<file path="src/rtl/reg_file_reader.sv">
// Burst read engine for the reg_file read port.
// Walks a wrapping address range and streams words over valid/ready.
module reg_file_reader #(
    parameter int B = 8,
    parameter int W = 2
) (
    input  logic         clk,
    input  logic         reset,
    input  logic         start,
    input  logic [W-1:0] start_addr,
    input  logic [W:0]   burst_len,
    output logic [W-1:0] r_addr,
    input  logic [B-1:0] r_data,
    output logic [B-1:0] out_data,
    output logic         out_valid,
    input  logic         out_ready,
    output logic         busy,
    output logic         done
);

    typedef enum logic {
        IDLE,
        READ
    } state_t;

    state_t       state;
    logic [W-1:0] addr_q;
    logic [W:0]   remaining;
    logic         capture;
    logic         handshake;

    assign r_addr = addr_q;

    // Capture needs a word left and a free (or draining) output slot.
    always_comb begin
        capture   = (remaining != '0) && (!out_valid || out_ready);
        handshake = out_valid && out_ready;
    end

    // Burst FSM with registered stream outputs; done is a single-cycle pulse.
    always_ff @(posedge clk) begin
        if (reset) begin
            state     <= IDLE;
            addr_q    <= '0;
            remaining <= '0;
            out_data  <= '0;
            out_valid <= 1'b0;
            busy      <= 1'b0;
            done      <= 1'b0;
        end else begin
            done <= 1'b0;
            unique case (state)
                IDLE: begin
                    if (start) begin
                        if (burst_len != '0) begin
                            addr_q    <= start_addr;
                            remaining <= burst_len;
                            busy      <= 1'b1;
                            state     <= READ;
                        end else begin
                            // Empty burst: report completion without reading.
                            done <= 1'b1;
                        end
                    end
                end
                READ: begin
                    if (capture) begin
                        out_data  <= r_data;
                        out_valid <= 1'b1;
                        addr_q    <= addr_q + 1'b1;
                        remaining <= remaining - 1'b1;
                    end else if (handshake) begin
                        out_valid <= 1'b0;
                    end
                    // Final word accepted: nothing left to capture.
                    if (remaining == '0 && handshake) begin
                        state <= IDLE;
                        busy  <= 1'b0;
                        done  <= 1'b1;
                    end
                end
                default: state <= IDLE;
            endcase
        end
    end

endmodule

</file>
<file path="config.mk">
export PLATFORM = sky130hd
export DESIGN_NAME = reg_file_reader
export DESIGN_NICKNAME = d
export VERILOG_FILES = /design/src/rtl/reg_file_reader.sv
export SDC_FILE = /design/constraint.sdc
export NUM_CORES = 1
export LEC_CHECK = 0
export CAP_MARGIN = 20
export CORE_MARGIN = 2
export CORE_UTILIZATION = 25
export CTS_CLUSTER_DIAMETER = 150
export CTS_CLUSTER_SIZE = 20
export DETAILED_ROUTE_END_ITERATION = 10
export SETUP_SLACK_MARGIN = 0.4
export SYNTH_ARGS = -nofsm -noshare
export SYNTH_HDL_FRONTEND = slang
export SYNTH_SLANG_ARGS = --single-unit
</file>
<file path="constraint.sdc">
create_clock -name clk -period 1.7 [get_ports clk]
set_clock_uncertainty 0.05 [all_clocks]
set_input_delay 0.34 -clock clk [delete_from_list [all_inputs] [get_ports clk]]
set_output_delay 0.34 -clock clk [all_outputs]
set_load 0.01 [all_outputs]
</file>
# Yosys cells after proc, flatten, opt, wreduce, memory -nomap -nowiden
# Index checks and enable logic that the tools add are counted.
# op_classes
addsub	2
n_eq_ne	4
muxes	22
bitwise_logic	1
reduce_logical	13
# ops
op	n
$mux W1	11
$mux W3	3
$mux W2	3
$pmux W1 S2	3
$pmux W3 S2	1
$reduce_and A3 Y1	2
$reduce_bool A3 Y1	2
$ne A2 B1 Y1 const B	2
$ne A2 B2 Y1 const B	2
$pmux W2 S2	1
$reduce_and A2 Y1	2
$logic_and A1 B1 Y1	3
$logic_not A3 Y1	1
$sub A3 B1 Y3 const B	1
$add A2 B1 Y2 const B	1
$reduce_bool A2 Y1	1
$logic_not A1 Y1	1
$logic_or A1 B1 Y1	1
$not A1 Y1	1
# word_totals
register_bits	17
inputBits	17
output_inout_bits	13

# Longest topological paths before layout
# Gate-level depths: netlist of run 1.
# logic_depth
depth_word	5
ltp_mapped	7
depth_no_buf	7

# Worst setup path after synthesis of run 1
# OpenSTA, ideal clock, no wires.
# synth_path
path_kind	reg-to-reg
start	reg remaining[0]
end	reg addr_q[0], in the netlist r_addr[0]
t_arrival_ns	1.610
required_time_ns	1.580
slack_ns	-0.030
path_stages_with_launch	8
n_path_buf	0
synth_period_minus_slack_ns	1.730
path_cell_list	dfxtp_1 -> inv_1 -> ha_1 -> ha_1 -> nand2b_2 -> o32ai_4 -> mux2_4 -> a21oi_1
# synth_between
elab_chain_cells	4
# synth_rtl
item	line	text
from (decl)	28	logic [W:0] remaining;
from (signal assigned)	57	remaining <= burst_len;
from (signal assigned)	71	remaining <= remaining - 1'b1;
$reduce_bool A3 Y1	36	capture = (remaining != '0) && (!out_valid || out_ready);
$logic_and A1 B1 Y1	36	
$ne A2 B1 Y1 (no line)	n/a	
$reduce_and A3 Y1 (no line)	n/a	
to (signal assigned)	56	addr_q <= start_addr;
to (signal assigned)	70	addr_q <= addr_q + 1'b1;
to (decl)	27	logic [W-1:0] addr_q;
# No other way between the ends.
# A chain may end at the register's enable or synchronous reset.

# Final worst setup path of run 1
# layout_path
start	reg remaining[0]
end	reg out_data[3]
# layout_between
elab_chain_cells	3
# layout_rtl
item	line	text
$reduce_bool A3 Y1	36	
$logic_and A1 B1 Y1	36	
$reduce_and A2 Y1 (no line)	n/a	
to (signal assigned)	68	out_data <= r_data;
to (decl)	14	output logic [B-1:0] out_data,
# No other way between the ends.

==> results.sh, run 1 <==
export IMPL_synth_warnings=0
export IMPL_wl_per_cell_um=11.0
export IMPL_grt_pass1_wl_mm=3.02
export IMPL_max_cap_violations=0
export IMPL_power_density_mw_per_mm2=797
export IMPL_seqPwrFrac_pct=46.1
export IMPL_rr_worst_depth=9
export IMPL_reg2reg_to="out_data[3]"
export IMPL_insertion_delay_ns=0.28
export IMPL_p_switching_uw=280
export IMPL_portBuffers=29
export IMPL_crit_path_end_kind="register"
export IMPL_rsz0062_at_grt="yes"
export IMPL_pwr_share_comb_pct=32.3
export IMPL_cts_tree="built"
export IMPL_synth_seq_cells=17
export IMPL_first_global_vias=700
export IMPL_cts_buffer_depth=2
export IMPL_min_period_ns=1.61
export IMPL_syn_to_final_growth_pct=64.4
export IMPL_final_design_area_no_fill_mm2=0.00125
export IMPL_syn_nets=101
export IMPL_synth_area_um2=762
export IMPL_cts_hold_buf=0
export IMPL_cts_sinks=17
export IMPL_drtIter0Drc=14
export IMPL_die_x_um=59.2
export IMPL_crit_fanout=8
export IMPL_hold_violations=0
export IMPL_synth_avg_cell_area_um2=9.29
export IMPL_max_freq_mhz=620
export IMPL_reg2reg_slack_ns=0.09
export IMPL_n_antenna_cell=0
export IMPL_overflow=0
export IMPL_placed_area_mm2=0.00120
export IMPL_synth_top_area_share_pct=44.7
export IMPL_min_from="busy"
export IMPL_status="completed"
export IMPL_ys_seq_area_share_pct=44.7
export IMPL_dr_pass1_iters=4
export IMPL_power_internal_uw=718
export IMPL_cts_root_buf="clkbuf_4"
export IMPL_initial_core_util_pct=25.6
export IMPL_layout_drive_gt1_share_pct=39.4
export IMPL_hold_path_class="register to register"
export IMPL_boundaryPins=30
export IMPL_pwr_share_clk_pct=21.6
export IMPL_rows=20
export IMPL_finalSetupViolCount=0
export IMPL_max_slew_margin_pct=80.2
export IMPL_final_nets=147
export IMPL_cp_required_ns=1.83
export IMPL_grt_max_degree=18
export IMPL_clk_pin_slew_ns=0.10
export IMPL_critPathKind="register to register"
export IMPL_ir_drop_uv=337
export IMPL_ant_nets=0
export IMPL_viasPerCell=4.48
export IMPL_crit_arrival_ns=1.75
export IMPL_tns_ns=0
export IMPL_worst_slew_pin_slew_ns=0.297
export IMPL_cp_startpoint="remaining[0]"
export IMPL_num_vias=717
export IMPL_synth_cell_types=21
export IMPL_track_usage_pct=11.5
export IMPL_power_uw=998
export IMPL_swShare_pct=28.1
export IMPL_gp_congestion=0.772
export IMPL_syn_inst=82
export IMPL_period_share_pct=94.9
export IMPL_rr_startpoint="remaining[0]"
export IMPL_leakage_nw=0.510
export IMPL_wirelength_mm=1.77
export IMPL_die_area_mm2=0.00351
export IMPL_drc=0
export IMPL_crit_path_start_kind="register"
export IMPL_dp_hpwl_mm=1.30
export IMPL_maxSlewViolCount=0
export IMPL_die_y_um=59.2
export IMPL_cts_made_buffers=3
export IMPL_coreArea_mm2=0.00298
export IMPL_cts_htree_levels=1
export IMPL_worstSetupEndpoint="out_data[3]"
export IMPL_synth_top_area_cell="dfxtp_1"
export IMPL_synthTopCellsByArea="dfxtp_1 45%, mux2i_1 14%, nor2_1 6.4%"
export IMPL_antenna_found_initial=0
-- synthesized netlist by cell type (all sizes together) --
cell	number
and2b	1
nor3	1
mux2i	11
mux2	1
clkbuf	2
nand2b	2
a211oi	1
nand2	5
o21ai	2
o32ai	1
dfxtp	17
nor2	14
or3	1
nand3	5
a21oi	8
buf	1
ha	2
nand4	1
inv	6
-- through the flow --
stage | util (%) | std cells | hold WS [ns] | setup slack, ns
floorplan | - | 82 | 0.410 | 0.0946
detailed placement | 40.5 | 151 | 0.406 | -0.143
finish | 42.1 | 160 | 0.414 | 0.0868
global route | 42.1 | 160 | 0.450 | 0.00652
CTS | 42.8 | 158 | 0.421 | 0.0546
global placement | 40.5 | 151 | 0.394 | -0.0950
-- registers in the layout, indices dropped and copies added (netlist names) --
name,flops
out_data,8
r_addr,2
out_valid,1
state,1
remaining,3
busy,1
done,1
-- layout by cell type, fill, tap and decap left out, types with 2 or more instances in the layout --
| cell | netlist | routed |
|---|---|---|
| dfxtp_1 | 17 | 10 |
| nor2_1 | 13 | 13 |
| a21oi_1 | 8 | 5 |
| inv_1 | 6 | 4 |
| clkdlybuf4s15_2 | 0 | 2 |
| mux2i_1 | 11 | 11 |
| nand3_1 | 5 | 5 |
| dfxtp_2 | 0 | 6 |
| a21oi_2 | 0 | 3 |
| clkbuf_2 | 0 | 9 |
| clkdlybuf4s50_1 | 0 | 16 |
| nand2_1 | 5 | 5 |
| ha_4 | 0 | 2 |
| o21ai_0 | 2 | 2 |
| clkbuf_4 | 0 | 3 |
| inv_2 | 0 | 2 |
| buf_4 | 0 | 10 |
| buf_6 | 0 | 4 |
-- logic make-up (layout without fill, tap and decap cells) --
kind of cell    after synthesis  in the layout  share of synthesized area, %
fa+ha+maj                     2              2                          3.28
simple gates                 30             30                          19.9
flops                        17             17                          44.7
compound gates               12             12                          11.2
buf+inv                       9             54                          4.60
mux                          12             12                          16.4
-- worst max-delay path, stage by stage, from the launching register on --
cell and delay, ns:
dfxtp_2 0.35, inv_2 0.04, ha_4 0.15, ha_4 0.15, nand2b_4 0.15, buf_6 0.12
nor2_4 0.09, buf_12 0.13, mux2i_1 0.20, nor2_1 0.06
-- metal layers --
layer  up-vias  global-route usage [%]  wire length [um]
li1        369                       -                 -
met5         -                       0                 0
met3         0                    4.59               148
met1       320                    14.9               845
met4         0                    5.19                 0
met2        28                    16.6               772
-- layout make-up --
type                            count  area, um2
Fill cell                         306       1730
Timing Repair Buffer               44        383
Clock buffer                        4       26.3
Multi-Input combinational cell     56        428
Inverter                            6       22.5
Tap cell                           33       41.3
Sequential cell                    17        352
-- worst min-delay path by stage --
stage	end	slack, ns	depth (start not counted)
after floorplan	remaining[2]	0.41	2
after global placement	busy	0.39	2
after detailed placement	busy	0.41	2
after CTS	busy	0.42	2
after global routing	busy	0.45	2
final	busy	0.41	2
-- power by group through the flow --
stage               Clock (mW)  Sequential, mW  Combinational, mW
global route             0.253           0.465              0.356
finish                   0.216           0.460              0.322
CTS                      0.234           0.460              0.322
floorplan                    0           0.473              0.155
detailed placement           0           0.467              0.307
global placement             0           0.466              0.302
-- what timing repair did --
action | 4_1_cts | 5_1_grt
setup buffers | 3 | 2
endpoints found under the setup margin | 26 | 29
gates resized for setup | 34 | 17
pin swaps | 10 | 6
Power figures use the tool's default switching activity.
==> run 2: changes to the inputs <==
--- a/config.mk
+++ b/config.mk
@@ -12,6 +12,7 @@
 export CTS_CLUSTER_SIZE = 20
 export DETAILED_ROUTE_END_ITERATION = 10
 export SETUP_SLACK_MARGIN = 0.4
+export SLEW_MARGIN = 20
 export SYNTH_ARGS = -nofsm -noshare
 export SYNTH_HDL_FRONTEND = slang
 export SYNTH_SLANG_ARGS = --single-unit
==> constraint.sdc (replaced) <==
create_clock -name clk -period 1.8 [get_ports clk]
set_clock_uncertainty 0.05 [all_clocks]
set_input_delay 0.36 -clock clk [delete_from_list [all_inputs] [get_ports clk]]
set_output_delay 0.36 -clock clk [all_outputs]
set_load 0.01 [all_outputs]
==> results.sh, run 2 (same netlist as run 1, synthesis figures left out) <==
export IMPL_dp_slack_ns=-0.0864
export IMPL_syn_to_final_growth_pct=66.7
export IMPL_fin_ws_ns=0.158
export IMPL_drc=0
export IMPL_overflow=0
export IMPL_path_cells="inv_2, ha_4, ha_4, nand2b_4, o32ai_4, buf_6, mux2_4, a21oi_2"
export IMPL_insertion_delay_ns=0.28
export IMPL_crit_top_cell="ha_4"
export IMPL_antenna_found_initial=0
export IMPL_drtIter0Drc=11
export IMPL_rows=20
export IMPL_period_share_pct=91.2
export IMPL_cts_buffer_depth=2
export IMPL_track_usage_pct=11.7
export IMPL_layout_common_cells="16 x clkdlybuf4s50_1, 14 x dfxtp_1, 13 x nor2_1, 13 x dlygate4sd2_1"
export IMPL_first_global_vias=798
export IMPL_top_register="out_data"
export IMPL_leakage_nw=0.547
export IMPL_grt_pass1_wl_mm=3.21
export IMPL_gp_congestion=0.735
export IMPL_cts_sinks=17
export IMPL_portBuffers=29
export IMPL_mostFrequentLayoutCell="clkdlybuf4s50_1"
export IMPL_power_density_mw_per_mm2=747
export IMPL_final_cells=159
export IMPL_cts_tree="built"
export IMPL_multiInputGateArea_um2=435
export IMPL_max_slew_margin_pct=78.3
export IMPL_ir_drop_uv=240
export IMPL_cp_required_ns=1.97
export IMPL_regArea_um2=344
export IMPL_viasPerCell=4.51
export IMPL_max_cap_violations=0
export IMPL_grt_max_degree=18
export IMPL_dp_hpwl_mm=1.42
export IMPL_cts_hold_buf=0
export IMPL_hold_path_class="register to register"
export IMPL_min_period_ns=1.64
export IMPL_place_inst=149
export IMPL_hold_violations=0
export IMPL_critPathKind="register to register"
export IMPL_maxSlewViolCount=0
export IMPL_wl_per_cell_um=12.3
export IMPL_final_nets=146
export IMPL_die_area_mm2=0.00351
export IMPL_cpPeakStageDelay_ns=0.34
export IMPL_cts_root_buf="clkbuf_4"
export IMPL_crit_arrival_ns=1.81
export IMPL_rsz0062_at_grt="yes"
export IMPL_num_vias=717
export IMPL_die_x_um=59.2
export IMPL_slowest_stage="dfxtp_2"
export IMPL_largest_reg_flops=8
export IMPL_n_antenna_cell=0
export IMPL_crit_path_start_kind="register"
export IMPL_boundaryPins=30
export IMPL_coreArea_mm2=0.00298
export IMPL_cts_made_buffers=3
export IMPL_finalSetupViolCount=0
export IMPL_clk_pin_slew_ns=0.10
export IMPL_crit_fanout=3
export IMPL_status="completed"
export IMPL_layout_drive_gt1_share_pct=27.0
export IMPL_worst_slew_pin_slew_ns=0.325
export IMPL_dr_pass1_iters=3
export IMPL_cts_htree_levels=1
export IMPL_die_y_um=59.2
export IMPL_ant_nets=0
export IMPL_n_fill_cell=321
export IMPL_max_freq_mhz=609
export IMPL_initial_core_util_pct=25.6
export IMPL_wirelength_mm=1.95
export IMPL_crit_path_end_kind="register"
[run 2: cell count changes in the layout (fill, tap and decap cells not counted), sizes merged]
cell | previous run | this run
dlygate4sd2 | 0 | 13
clkbuf | 13 | 3
clkdlybuf4s15 | 3 | 0
buf | 16 | 14
clkinv | 0 | 1
[run 2: metal layers]
metal / GRT usage, % / part of all wire, %
met3: 3.49 / 7.8
met2: 20.7 / 50
met1: 13.8 / 42
met4: 2.92 / 0
met5: 0 / 0
[run 2: stage by stage]
step           hold slack, ns  util, %  setup TNS, ns  power, mW  instance area, um2
5_1_grt                 0.448     42.6              0       1.02                1270
4_1_cts                 0.412     41.3              0      0.943                1230
6_report                0.406     42.6              0      0.948                1270
3_3_place_gp            0.393     39.5        -0.0371      0.714                1180
2_1_floorplan           0.410        -              0      0.593                 798
3_5_place_dp            0.399     39.5         -0.104      0.724                1180
[run 2: worst max-delay path: cells and delay by family (launching register included)]
kind | cells | cell delay, ns
AO/OA/AOI/OAI | 2 | 0.24
adder cells (fa/ha/maj) | 2 | 0.31
multiplexers | 1 | 0.29
flip-flops | 1 | 0.34
AND/OR/NAND/NOR | 1 | 0.16
buffers and inverters | 2 | 0.19
[run 2: power breakdown]
part           leakage, nW  switching, mW  internal (mW)
registers            0.140         0.0227          0.409
logic                0.389          0.131          0.188
clock network       0.0177          0.115         0.0824
[run 2: layout make-up]
type / instances / share of cell area [%]
Sequential cell: 17 / 27.1
Clock buffer: 3 / 1.77
Tap cell: 33 / 3.25
Timing Repair Buffer: 43 / 31.4
Clock inverter: 1 / 0.394
Inverter: 6 / 1.77
Multi-Input combinational cell: 56 / 34.3
[run 2: what timing repair did]
action	CTS	global route
gates cloned	0	0
gates resized for setup	15	4
pin swaps	7	6
setup buffers	3	3
endpoints found under the setup margin	26	13
[run 2: path summary, 6_finish.rpt]
check / start / to / slack, ns / cells past startpoint
max: remaining[1] / r_addr[0] / 0.16 / 8
min: busy / busy / 0.41 / 2
max reg2reg: remaining[1] / r_addr[0] / 0.16 / 8
min reg2reg: busy / busy / 0.41 / 2
==> run 3: changes to the inputs <==
--- a/config.mk
+++ b/config.mk
@@ -5,12 +5,13 @@
 export SDC_FILE = /design/constraint.sdc
 export NUM_CORES = 1
 export LEC_CHECK = 0
-export CAP_MARGIN = 20
+export ABC_CLOCK_PERIOD_IN_PS = 1800
 export CORE_MARGIN = 2
-export CORE_UTILIZATION = 25
+export CORE_UTILIZATION = 41
 export CTS_CLUSTER_DIAMETER = 150
 export CTS_CLUSTER_SIZE = 20
 export DETAILED_ROUTE_END_ITERATION = 10
+export PLACE_DENSITY = 0.76
 export SETUP_SLACK_MARGIN = 0.4
 export SLEW_MARGIN = 20
 export SYNTH_ARGS = -nofsm -noshare
==> results.sh, run 3 (same netlist as run 1, synthesis figures left out) <==
export IMPL_cts_buffer_depth=2
export IMPL_drtIter0Drc=2
export IMPL_cp_required_ns=1.94
export IMPL_syn_to_final_growth_pct=64.4
export IMPL_crit_path_start_kind="register"
export IMPL_largest_reg_flops=8
export IMPL_clk_pin_slew_ns=0.10
export IMPL_cts_htree_levels=1
export IMPL_crit_family="flip-flops"
export IMPL_rows=15
export IMPL_reg2reg_slack_ns=0.17
export IMPL_hold_path_class="register to register"
export IMPL_p_switching_uw=272
export IMPL_crit_path_end_kind="register"
export IMPL_crit_arrival_ns=1.77
export IMPL_first_global_vias=732
export IMPL_rr_startpoint="remaining[1]"
export IMPL_cts_tree="built"
export IMPL_die_area_mm2=0.00222
export IMPL_cts_root_buf="clkbuf_4"
export IMPL_cts_made_buffers=3
export IMPL_dr_pass1_iters=4
export IMPL_slowest_stage="dfxtp_2"
export IMPL_antenna_found_initial=0
export IMPL_pwr_share_comb_pct=33.2
export IMPL_max_cap_violations=0
export IMPL_grt_max_degree=18
export IMPL_rr_worst_depth=8
export IMPL_rsz0062_at_grt="yes"
export IMPL_tns_ns=0
export IMPL_path_cells="inv_2, ha_4, ha_4, nand2b_4, o32ai_4, buf_12, mux2i_1, a21oi_1"
export IMPL_max_freq_mhz=612
export IMPL_die_y_um=47.1
export IMPL_crit_top_cell="ha_4"
export IMPL_status="completed"
export IMPL_num_vias=736
export IMPL_power_density_mw_per_mm2=765
export IMPL_coreArea_mm2=0.00175
export IMPL_finalSetupViolCount=0
export IMPL_initial_core_util_pct=43.7
export IMPL_hold_violations=0
export IMPL_hold_end="busy"
export IMPL_n_antenna_cell=0
export IMPL_grt_pass1_wl_mm=2.90
export IMPL_final_nets=145
export IMPL_top_register="out_data"
export IMPL_worst_slew_pin_slew_ns=0.363
export IMPL_swShare_pct=28.4
export IMPL_cpPeakStageDelay_ns=0.34
export IMPL_gp_congestion=0.713
export IMPL_cts_sinks=17
export IMPL_ir_drop_uv=646
export IMPL_dp_hpwl_mm=1.33
export IMPL_min_period_ns=1.63
export IMPL_drc=0
export IMPL_crit_fanout=4
export IMPL_pwr_share_clk_pct=21.7
export IMPL_period_share_pct=90.8
export IMPL_layout_drive_gt1_share_pct=25.6
export IMPL_max_slew_margin_pct=75.8
export IMPL_min_from="busy"
export IMPL_leakage_nw=0.539
export IMPL_wl_per_cell_um=12.3
export IMPL_seqPwrFrac_pct=45.1
export IMPL_viasPerCell=4.91
export IMPL_ant_nets=0
export IMPL_wirelength_mm=1.84
export IMPL_die_x_um=47.1
export IMPL_portBuffers=29
export IMPL_maxSlewViolCount=0
export IMPL_mostFrequentLayoutCell="clkdlybuf4s50_1"
export IMPL_insertion_delay_ns=0.29
export IMPL_min_delay_path_depth=2
export IMPL_cp_num_buf_inv=2
export IMPL_overflow=0
export IMPL_reg2reg_to="remaining[0]"
export IMPL_critPathKind="register to register"
export IMPL_layout_common_cells="16 x clkdlybuf4s50_1, 14 x dfxtp_1, 13 x nor2_1, 13 x dlygate4sd2_1"
export IMPL_track_usage_pct=19.1
export IMPL_boundaryPins=30
export IMPL_final_util_pct=71.8
export IMPL_power_internal_uw=686
run 3: cell types whose count changed in the layout (fill, tap and decap cells not counted), sizes merged:
cell,before,now
buf,14,13
clkbuf,3,4
clkinv,1,0
run 3: metal layers:
metal	vias up	global-route usage, %	wire [um]
li1	362	-	-
met5	-	0	0
met4	0	8.33	30
met2	31	37.3	967
met1	340	18.7	722
met3	3	4.62	122
run 3: area by class of cell:
| cell class | count | area (um2) |
|---|---|---|
| fill | 141 | 493 |
| multi-input combinational | 56 | 428 |
| timing repair buffer | 42 | 400 |
| sequential | 17 | 344 |
| tap | 25 | 31.3 |
| clock buffer | 4 | 26.3 |
| inverter | 6 | 22.5 |
run 3: what timing repair did:
action | 4_1_cts | 5_1_grt
buffers inserted | 3 | 3
hold buffers | 0 | 0
pin swaps | 4 | 8
setup endpoints to repair | 26 | 14
gates resized for setup | 14 | 3
run 3: power groups by stage:
stage | registers, mW | clock network, mW | logic (mW)
floorplan | 0.447 | 0 | 0.146
global placement | 0.440 | 0 | 0.279
detailed placement | 0.441 | 0 | 0.287
CTS | 0.431 | 0.214 | 0.296
global route | 0.436 | 0.228 | 0.347
finish | 0.432 | 0.208 | 0.318
run 3: per-stage QoR:
| step | hold WS [ns] | worst slack (ns) | area (um2) | power, mW | cells |
|---|---|---|---|---|---|
| 2_1_floorplan | 0.410 | 0.195 | 798 | 0.593 | 82 |
| 3_3_place_gp | 0.395 | -0.0239 | 1170 | 0.718 | 140 |
| 3_5_place_dp | 0.409 | -0.0338 | 1170 | 0.728 | 140 |
| 4_1_cts | 0.420 | 0.197 | 1220 | 0.941 | 147 |
| 5_1_grt | 0.443 | 0.108 | 1250 | 1.01 | 150 |
| 6_report | 0.417 | 0.166 | 1250 | 0.958 | 150 |
run 3: how the worst max path moves through the flow:
stage,cells past startpoint,endpoint,slack [ns],from
final,8,remaining[0],0.17,remaining[1]
after global routing,8,remaining[0],0.11,remaining[0]
after CTS,8,remaining[0],0.20,remaining[1]
after detailed placement,6,remaining[0],-0.03,start
after global placement,6,remaining[0],-0.02,start
after floorplan,7,r_addr[0],0.19,remaining[0]
run 3: tightest hold or removal path, cell delays in order (launching register included):
cell and delay (ns):
dfxtp_1 0.32, nand2_1 0.05, a21oi_1 0.05
